$ cat config.mk
export PLATFORM = sky130hd
export DESIGN_NAME = maze_player_ctrl
export DESIGN_NICKNAME = d
export VERILOG_FILES = /design/src/rtl/maze_player_ctrl.sv
export SDC_FILE = /design/constraint.sdc
export NUM_CORES = 1
export LEC_CHECK = 0
export CAP_MARGIN = 20
export CORE_MARGIN = 2
export CORE_UTILIZATION = 30
export CTS_CLUSTER_SIZE = 25
export DETAILED_ROUTE_END_ITERATION = 10
export SLEW_MARGIN = 0
export SYNTH_ARGS = -nofsm -noshare
export SYNTH_HDL_FRONTEND = slang
export SYNTH_SLANG_ARGS = --single-unit
$ cat constraint.sdc
create_clock -name clk -period 8 [get_ports clk]
set_input_delay 0.8 -clock clk [delete_from_list [all_inputs] [get_ports clk]]
set_output_delay 0.8 -clock clk [all_outputs]
set_load 0.1 [all_outputs]
$ cat src/rtl/maze_player_ctrl.sv
// Player movement controller for the maze game: latches a maze on load, turns
// button presses (and optional hold-to-repeat) into checked single-cell moves.
module maze_player_ctrl #(
    parameter int unsigned MAZE_W        = 20,
    parameter int unsigned MAZE_H        = 20,
    parameter int unsigned REPEAT_CYCLES = 12_500_000
) (
    input  logic                       clk,
    input  logic                       rst_n,
    input  logic                       load,
    input  logic [MAZE_W*MAZE_H-1:0]   maze,
    input  logic [9:0]                 player_start,
    input  logic [9:0]                 player_end,
    input  logic                       btn_up,
    input  logic                       btn_down,
    input  logic                       btn_left,
    input  logic                       btn_right,
    output logic [9:0]                 player_pos,
    output logic [15:0]                move_count,
    output logic                       bump,
    output logic                       win,
    output logic                       playing
);

    localparam int unsigned CELLS = MAZE_W * MAZE_H;
    localparam int unsigned IDX_W = (CELLS > 1) ? $clog2(CELLS) : 1;
    localparam int unsigned REP_W = (REPEAT_CYCLES > 1) ? $clog2(REPEAT_CYCLES) : 1;
    localparam logic [REP_W-1:0] REP_LAST = REP_W'(REPEAT_CYCLES - 1);
    localparam logic [4:0] ROW_LAST = 5'(MAZE_H - 1);
    localparam logic [4:0] COL_LAST = 5'(MAZE_W - 1);

    typedef enum logic [1:0] {
        IDLE,
        PLAY,
        CHECK,
        WON
    } state_t;

    state_t state, state_d;

    logic [CELLS-1:0] maze_q;
    logic [9:0]       end_q;
    logic [9:0]       target;
    logic             edge_q;
    logic [3:0]       btn_q;
    logic [REP_W-1:0] rep_cnt, rep_d;

    logic [3:0]       btn, press, req_dir;
    logic             req, do_load, do_move, do_bump;
    logic             blocked, wall_hit, edge_hit;
    logic [4:0]       cur_row, cur_col, tgt_row, tgt_col;
    logic [15:0]      idx_full;
    logic [IDX_W-1:0] idx;

    assign btn     = {btn_up, btn_down, btn_left, btn_right};
    assign press   = btn & ~btn_q;
    assign cur_row = player_pos[9:5];
    assign cur_col = player_pos[4:0];

    // Edge blocking is decided when the target is computed, before any wrap.
    always_comb begin
        tgt_row  = cur_row;
        tgt_col  = cur_col;
        edge_hit = 1'b0;
        if (req_dir[3]) begin
            edge_hit = (cur_row == 5'd0);
            tgt_row  = cur_row - 5'd1;
        end else if (req_dir[2]) begin
            edge_hit = (cur_row == ROW_LAST);
            tgt_row  = cur_row + 5'd1;
        end else if (req_dir[1]) begin
            edge_hit = (cur_col == 5'd0);
            tgt_col  = cur_col - 5'd1;
        end else if (req_dir[0]) begin
            edge_hit = (cur_col == COL_LAST);
            tgt_col  = cur_col + 5'd1;
        end
    end

    always_comb begin
        idx_full = 16'(target[9:5]) * 16'(MAZE_W) + 16'(target[4:0]);
        idx      = IDX_W'(idx_full);
        wall_hit = (idx_full < 16'(CELLS)) ? maze_q[idx] : 1'b1;
        blocked  = edge_q | wall_hit;
    end

    always_ff @(posedge clk or negedge rst_n) begin
        if (!rst_n) begin
            state <= IDLE;
        end else begin
            state <= state_d;
        end
    end

    always_comb begin
        state_d = state;
        rep_d   = rep_cnt;
        req     = 1'b0;
        req_dir = '0;
        do_load = 1'b0;
        do_move = 1'b0;
        do_bump = 1'b0;
        if (load) begin
            do_load = 1'b1;
            rep_d   = '0;
            state_d = (player_start == player_end) ? WON : PLAY;
        end else begin
            unique case (state)
                PLAY: begin
                    if (press != 4'b0000) begin
                        rep_d = '0;
                        if ($onehot(press)) begin
                            req     = 1'b1;
                            req_dir = press;
                        end
                    end else if (REPEAT_CYCLES != 0 && $onehot(btn)) begin
                        if (rep_cnt == REP_LAST) begin
                            rep_d   = '0;
                            req     = 1'b1;
                            req_dir = btn;
                        end else begin
                            rep_d = rep_cnt + 1'b1;
                        end
                    end else begin
                        rep_d = '0;
                    end
                    if (req) begin
                        state_d = CHECK;
                    end
                end
                CHECK: begin
                    // Counter is frozen here so the CHECK cycle adds one to the repeat period.
                    if (!$onehot(btn)) begin
                        rep_d = '0;
                    end
                    if (blocked) begin
                        do_bump = 1'b1;
                        state_d = PLAY;
                    end else begin
                        do_move = 1'b1;
                        state_d = (target == end_q) ? WON : PLAY;
                    end
                end
                default: begin
                    rep_d = '0;
                end
            endcase
        end
    end

    always_ff @(posedge clk or negedge rst_n) begin
        if (!rst_n) begin
            maze_q     <= '0;
            end_q      <= '0;
            target     <= '0;
            edge_q     <= 1'b0;
            btn_q      <= '0;
            rep_cnt    <= '0;
            player_pos <= '0;
            move_count <= '0;
            bump       <= 1'b0;
        end else begin
            btn_q   <= btn;
            rep_cnt <= rep_d;
            bump    <= do_bump;
            if (do_load) begin
                maze_q     <= maze;
                player_pos <= player_start;
                end_q      <= player_end;
                move_count <= '0;
            end else if (do_move) begin
                player_pos <= target;
                if (move_count != '1) begin
                    move_count <= move_count + 16'd1;
                end
            end
            if (req) begin
                target <= {tgt_row, tgt_col};
                edge_q <= edge_hit;
            end
        end
    end

    assign win     = (state == WON);
    assign playing = (state == PLAY) || (state == CHECK);

endmodule

==> summary.txt, run 1 <==
Worst endpoint required time - 8.49 ns
Area growth, synth to finish - 31.9%
Worst-margin pin slew - 1.36 ns
Post-DP HPWL - 51200 µm
Final Max Slew Viols - 0
Most frequent CP cell - mux4_2
Post-route ant nets - 0
Fin crit share - 61.0%
Gr ovfl total - 0
Cells on worst reg2reg path - 10
Die Wd - 282 µm
Max rail drop VDD - 0.000229 V
R2R Path End - move_count[10]
CTS tree - built
CP delay by family, top - compound AO/OA/AOI/OAI gates
Max-Cap Viols - 0
Slowest-stage cell, CP - ha_4
Gate Count Post-Synth - 1689
Yosys warnings - 0
Max Freq - 0.205 GHz
Startpoint types - flop
Worst-path clk slew - 0.06 ns
Vias - 15900
Drt wl/cell - 22.0 µm
# hold bufs at CTS - 0
All-layer global routing usage - 17.4%
Max clock buf depth - 3
Min cycle time layout - 4.88 ns
Fin area - 30700 µm²
Die Area - 79700 µm²
Leak - 12.4 nW
Top-count cell post-synth - dfrtp_1
Total negative setup slack - 0 ns
Cell Rows - 102
Sink Count - 478
Mapped Avg Cell Area - 13.8 µm²
Reg-to-Reg Start - target[5]
Worst-path fanout max - 38
Placed inst area - 28800 µm²
Final hold violations - 0
Port Buffers - 455
Seq/Total Area, Yosys - 51.5%
I/O pin count - 456
Antenna violations before repair - 26
Cts repair resizes - 0
Skew final - 0.0234 ns
Vias in the first global route - 16900
Critical Path End Type - flop
Drt drc - 0
PD cells - 306 nW/µm²
Crit path DAT - 5.37 ns
Status - complete, no violations
Critical-path cell list - ha_4 > buf_4 > mux4_2 > mux4_2 > o2111ai_1 > and4bb_1 > o311a_1 > o21a_1 > nand4_1 > mux2_2
RD Place Congestion - 0.822
Post-Syn Nets - 2145
CTS root buf - clkbuf_16
CTS Buf Count - 56
Storage cell area - 12000 µm²
Hold Crit Class - input pin to asynchronous set/reset pin
Post-synth top flop - dfrtp_1
Drt pass-1 iters - 5
Initial detailed-routing violation count - 855
Overall power - 9.40 mW
Largest net degree at the start of global routing - 191
Layout fillers - 7300
Multi-input gate area - 10700 µm²
Die H - 282 µm
Final Setup Violations - 0
Flop2flop setup slack - 3.12 ns
Critical path type - flop to flop
Drt total wl - 70800 µm
Yosys top cell area share - 51.5%
DR vias/cell - 4.93
Nets - 2580
Core Util, Final - 39.8%
Yosys reg bits - 478
Count of unique library cells instantiated by Yosys - 72
EDFF count, synth - 0
Initial core utilization - 30.2%
Clk_lat worst skew - 0.61 ns
First-pass GRT wire length - 105000 µm
Buffers plus inverters on the worst setup path - 1
Layout cells sized above 1 - 29.4%
Crit path launch - target[5]
Synth top area cells - dfrtp_1 (51%), mux2_2 (21%), mux4_2 (6.9%)
Cell taking the most area after synthesis - dfrtp_1
Unrepaired setup endpoints after global routing - no
Async set-or-reset flop fraction in the synthesized netlist - 100%
Core ar. - 77100 µm²
Rel. slew slack - 9.60%
Post-synth top cells - dfrtp_1 (478), mux2_2 (435), mux4_2 (71), nand2_1 (69), mux2i_1 (59)
Hold Worst Slack - 0.228 ns
CTS H-tree depth - 2
Synthesized cell area - 23200 µm²
Max incr delay on CP - 0.70 ns
Setup Buffers After CTS - 0
==> cell type report <==
class	instances	share of cell area (%)
tap	1040	4.24
antenna	7	0.0571
clock buffer	80	5.16
sequential	478	39.0
multi-input combinational	1088	35.0
inverter	28	0.343
timing repair buffer	472	15.5
clock inverter	22	0.686
==> cell families (layout without fill, tap and decap cells) <==
| kind of cell | count (synthesis) | after routing | share of synthesized area (%) |
|---|---|---|---|
| AOI/OAI and AO/OA | 177 | 177 | 5.15 |
| other | 0 | 7 | 0 |
| adders and majority gates | 29 | 29 | 1.69 |
| muxes | 578 | 578 | 31.8 |
| xor gates and xnor gates | 36 | 36 | 1.42 |
| buffers and inverters | 123 | 602 | 2.60 |
| DFF | 478 | 478 | 51.5 |
| and+or+nand+nor | 268 | 268 | 5.91 |
==> report_power, final <==
part / leakage (nW) / internal (mW) / switching (mW)
Clock: 0.882 / 1.44 / 1.05
Sequential: 5.69 / 2.67 / 0.261
Combinational: 5.80 / 1.67 / 2.31
==> worst register-to-register path, stage by stage, from the launching register on <==
cell and delay (ns):
dfrtp_1 0.50, ha_4 0.71, buf_4 0.63, mux4_2 0.43, mux4_2 0.47, o2111ai_1 0.44, and4bb_1 0.27, o311a_1 0.29
o21a_1 0.56, nand4_1 0.18, mux2_2 0.31
==> flip-flops by register name, summed over array words and instances (netlist names), 2 cells and up <==
name / flops
btn_q: 4
rep_cnt: 24
player_pos: 10
state: 2
end_q: 10
target: 10
maze_q: 400
move_count: 16
==> stage by stage <==
step           worst slack, ns  cells
4_1_cts                   3.01   3207
2_1_floorplan             3.92   1689
3_3_place_gp              2.77   3105
3_5_place_dp              2.72   3105
6_report                  3.12   3215
5_1_grt                   2.86   3212
==> layout by cell type (no fill, tap or decap), types with 8 or more instances in the layout <==
| cell | n |
|---|---|
| nand4_1 | 21 |
| o31ai_1 | 9 |
| nor2_1 | 49 |
| nor2b_1 | 18 |
| nand2_1 | 69 |
| clkdlybuf4s50_1 | 453 |
| and3_1 | 23 |
| nor3_1 | 9 |
| mux4_1 | 9 |
| o21ai_0 | 40 |
| a21oi_1 | 32 |
| a22oi_1 | 33 |
| xor2_1 | 15 |
| mux2_2 | 435 |
| mux4_2 | 71 |
| dfrtp_1 | 476 |
| nand3_1 | 30 |
| a31oi_1 | 10 |
| clkinv_2 | 11 |
| xnor2_1 | 18 |
| nor4_1 | 8 |
| nand2b_1 | 10 |
| ha_1 | 24 |
| buf_4 | 12 |
| mux2i_1 | 59 |
| inv_1 | 27 |
| clkbuf_16 | 56 |
| clkbuf_1 | 15 |
| clkbuf_8 | 9 |
==> how the worst max path moves through the flow <==
stage          slack (ns)              to  cells after the start
5_1_grt              2.86  move_count[11]                      9
3_5_place_dp         2.72       target[4]                     15
2_1_floorplan        3.92       target[4]                     14
6_report             3.12  move_count[10]                     10
4_1_cts              3.01   player_pos[3]                     10
3_3_place_gp         2.77       target[4]                     15
==> routing by layer <==
layer / vias to the layer above / track usage [%] / wire length (µm)
met5: - / 0 / 209
met4: 32 / 3.84 / 1290
met3: 111 / 5.09 / 4930
met2: 419 / 29.1 / 34500
met1: 8134 / 22.3 / 29800
li1: 7167 / - / -
Power figures use the tool's default switching activity.
==> run 2: changes to the inputs <==
Clock period 8 ns to 4.3 ns, I/O delays scaled along.
==> summary.txt, run 2 (same netlist as run 1, synthesis figures left out) <==
CP delay by family, top - multiplexers (was compound AO/OA/AOI/OAI gates)
Critical path type - flop to flop (unchanged)
Met1 capacity usage during global routing - 22.1% (was 22.3%)
Global route hottest layer - met2 (unchanged)
Skew final - 0.0295 ns (was 0.0234 ns)
Critical Path End Type - flop (unchanged)
Grt met3 use - 5.38% (was 5.09%)
Largest net degree at the start of global routing - 179 (was 191)
Final cell count without fillers - 3255 (was 3215)
Post-route ant nets - 0 (unchanged)
Drt pass-1 iters - 4 (was 5)
Area growth, synth to finish - 34.3% (was 31.9%)
Max rail drop VDD - 0.000354 V (was 0.000229 V)
Fin area - 31200 µm² (was 30700 µm²)
Leak - 12.7 nW (was 12.4 nW)
Top reg by flops - maze_q (unchanged)
Final Setup Violations - 0 (unchanged)
Core Util, Final - 40.5% (was 39.8%)
Core ar. - 77100 µm² (unchanged)
Placed inst area - 29100 µm² (was 28800 µm²)
Post-DP HPWL - 53600 µm (was 51200 µm)
Max Freq - 0.238 GHz (was 0.205 GHz)
CTS tree - built (unchanged)
Final WS setup - 0.102 ns (was 3.12 ns)
Die Wd - 282 µm (unchanged)
Die Area - 79700 µm² (unchanged)
All-layer global routing usage - 18.0% (was 17.4%)
Reg-to-Reg Start - target[5] (unchanged)
CTS H-tree depth - 2 (unchanged)
Biggest regs - maze_q (400), rep_cnt (24), move_count (16) (unchanged)
Final Max Slew Viols - 0 (unchanged)
Port Buffers - 455 (unchanged)
I/O pin count - 456 (unchanged)
Max incr delay on CP - 0.54 ns (was 0.70 ns)
Worst-path clk slew - 0.06 ns (about the same)
Startpoint types - flop (unchanged)
Drt total wl - 72200 µm (was 70800 µm)
GR Layer Usage met2 - 30.4% (was 29.1%)
Buffers plus inverters on the worst setup path - 2 (was 1)
Crit path DAT - 4.73 ns (was 5.37 ns)
Overall power - 18.3 mW (was 9.40 mW)
Most common cell after layout, fill and taps aside - dfrtp_1 (unchanged)
R2R Path End - move_count[9] (was move_count[10])
First-pass GRT wire length - 108000 µm (was 105000 µm)
Worst endpoint required time - 4.84 ns (was 8.49 ns)
Flop2flop setup slack - 0.10 ns (was 3.12 ns)
Initial detailed-routing violation count - 888 (was 855)
Cells on Worst Hold Path - 1
Placed cell count - 3137 (was 3105)
Worst-path fanout max - 20 (was 38)
Drt drc - 0 (unchanged)
Clk_lat worst skew - 0.61 ns (about the same)
Layout fillers - 7201 (was 7300)
Unrepaired setup endpoints after global routing - no (unchanged)
Vias in the first global route - 17100 (was 16900)
CTS root buf - clkbuf_16 (unchanged)
Max clock buf depth - 3 (unchanged)
Dpl ws - -0.136 ns (was 2.72 ns)
Sink Count - 478 (unchanged)
Die H - 282 µm (unchanged)
Hold_sp - btn_right
Fin crit share - 97.6% (was 61.0%)
Nets - 2617 (was 2580)
Worst-margin pin slew - 1.22 ns (was 1.36 ns)
Vias - 16100 (was 15900)
Largest register FFs - 400 (unchanged)
Gr ovfl total - 0 (unchanged)
Commonest cells after routing, fill and taps aside - dfrtp_1 (476), clkdlybuf4s50_1 (453), mux2_2 (435) (unchanged)
Final hold violations - 0 (unchanged)
Rel. slew slack - 18.7% (was 9.60%)
Hold Crit Class - input pin to flop (was input pin to asynchronous set/reset pin)
Antenna violations before repair - 26 (unchanged)
DR vias/cell - 4.95 (was 4.93)
Critical-path cell list - ha_4 > buf_4 > mux4_2 > mux4_2 > o2111ai_1 > and4bb_1 > o311a_1 > o21ai_4 > buf_4 > or4_1 > a21oi_1 (was ha_4 > buf_4 > mux4_2 > mux4_2 > o2111ai_1 > and4bb_1 > o311a_1 > o21a_1 > nand4_1 > mux2_2)
CTS Buf Count - 56 (unchanged)
Status - complete, no violations (unchanged)
Slowest-stage cell, CP - ha_4 (unchanged)
Hold Path Sink - btn_q[0]
RD Place Congestion - 0.821 (was 0.822)
Layout cells sized above 1 - 31.0% (was 29.4%)
Min cycle time layout - 4.20 ns (was 4.88 ns)
Cell Rows - 102 (unchanged)
Max-Cap Viols - 0 (unchanged)
PD cells - 585 nW/µm² (was 306 nW/µm²)
Drt wl/cell - 22.2 µm (was 22.0 µm)
Initial core utilization - 30.2% (unchanged)
Cells on worst reg2reg path - 11 (was 10)
## run 2: power breakdown
part           leakage (nW)  total, mW  switching [mW]  internal (mW)
sequential             5.69       5.37           0.399           4.97
clock                 0.982       5.09            1.97           3.12
combinational          6.00       7.81            4.41           3.40
## run 2: worst max-delay path by stage
stage / startpoint / end / depth (start not counted)
after CTS: target[5] / move_count[9] / 12
after floorplan: btn_up / target[4] / 14
final: target[5] / move_count[9] / 11
after global placement: btn_up / target[4] / 15
after global routing: target[5] / move_count[9] / 11
after detailed placement: btn_up / target[4] / 15
## run 2: layer usage
layer  wire length [µm]  vias to the layer above
met2              35800                      404
met3               5370                      123
met4               1590                       34
met5                214                        -
met1              29200                     8289
li1                   -                     7254
## run 2: metrics by stage
stage,hold WS (ns),TNS (ns)
after detailed placement,0.477,-0.595
after global routing,0.315,0
final,0.323,0
after floorplan,0.134,0
after global placement,0.457,-0.0993
after CTS,0.292,0
## run 2: layout make-up
type	count	area [µm²]	area share, %
clock buffer	79	1670	5.35
multi-input combinational	1088	10700	34.4
timing repair buffer	509	5100	16.3
antenna	10	25.0	0.0802
tap	1040	1300	4.17
inverter	28	105	0.337
clock inverter	23	332	1.06
sequential	478	12000	38.3
## run 2: timing repair
action | CTS | global route
hold buffers | 1 | 0
setup endpoints to repair | 9 | 11
endpoints found under the hold margin | 94 | 0
gates cloned | 0 | 0
resized for setup | 2 | 1
setup buffers | 2 | 3
pin swaps | 1 | 1
## run 2: worst register-to-register path, cell delays in order (launching register included)
cell and delay (ns):
dfrtp_1 0.42, ha_4 0.54, buf_4 0.40, mux4_2 0.41, mux4_2 0.53, o2111ai_1 0.23
and4bb_1 0.22, o311a_1 0.33, o21ai_4 0.19, buf_4 0.21, or4_1 0.51, a21oi_1 0.15
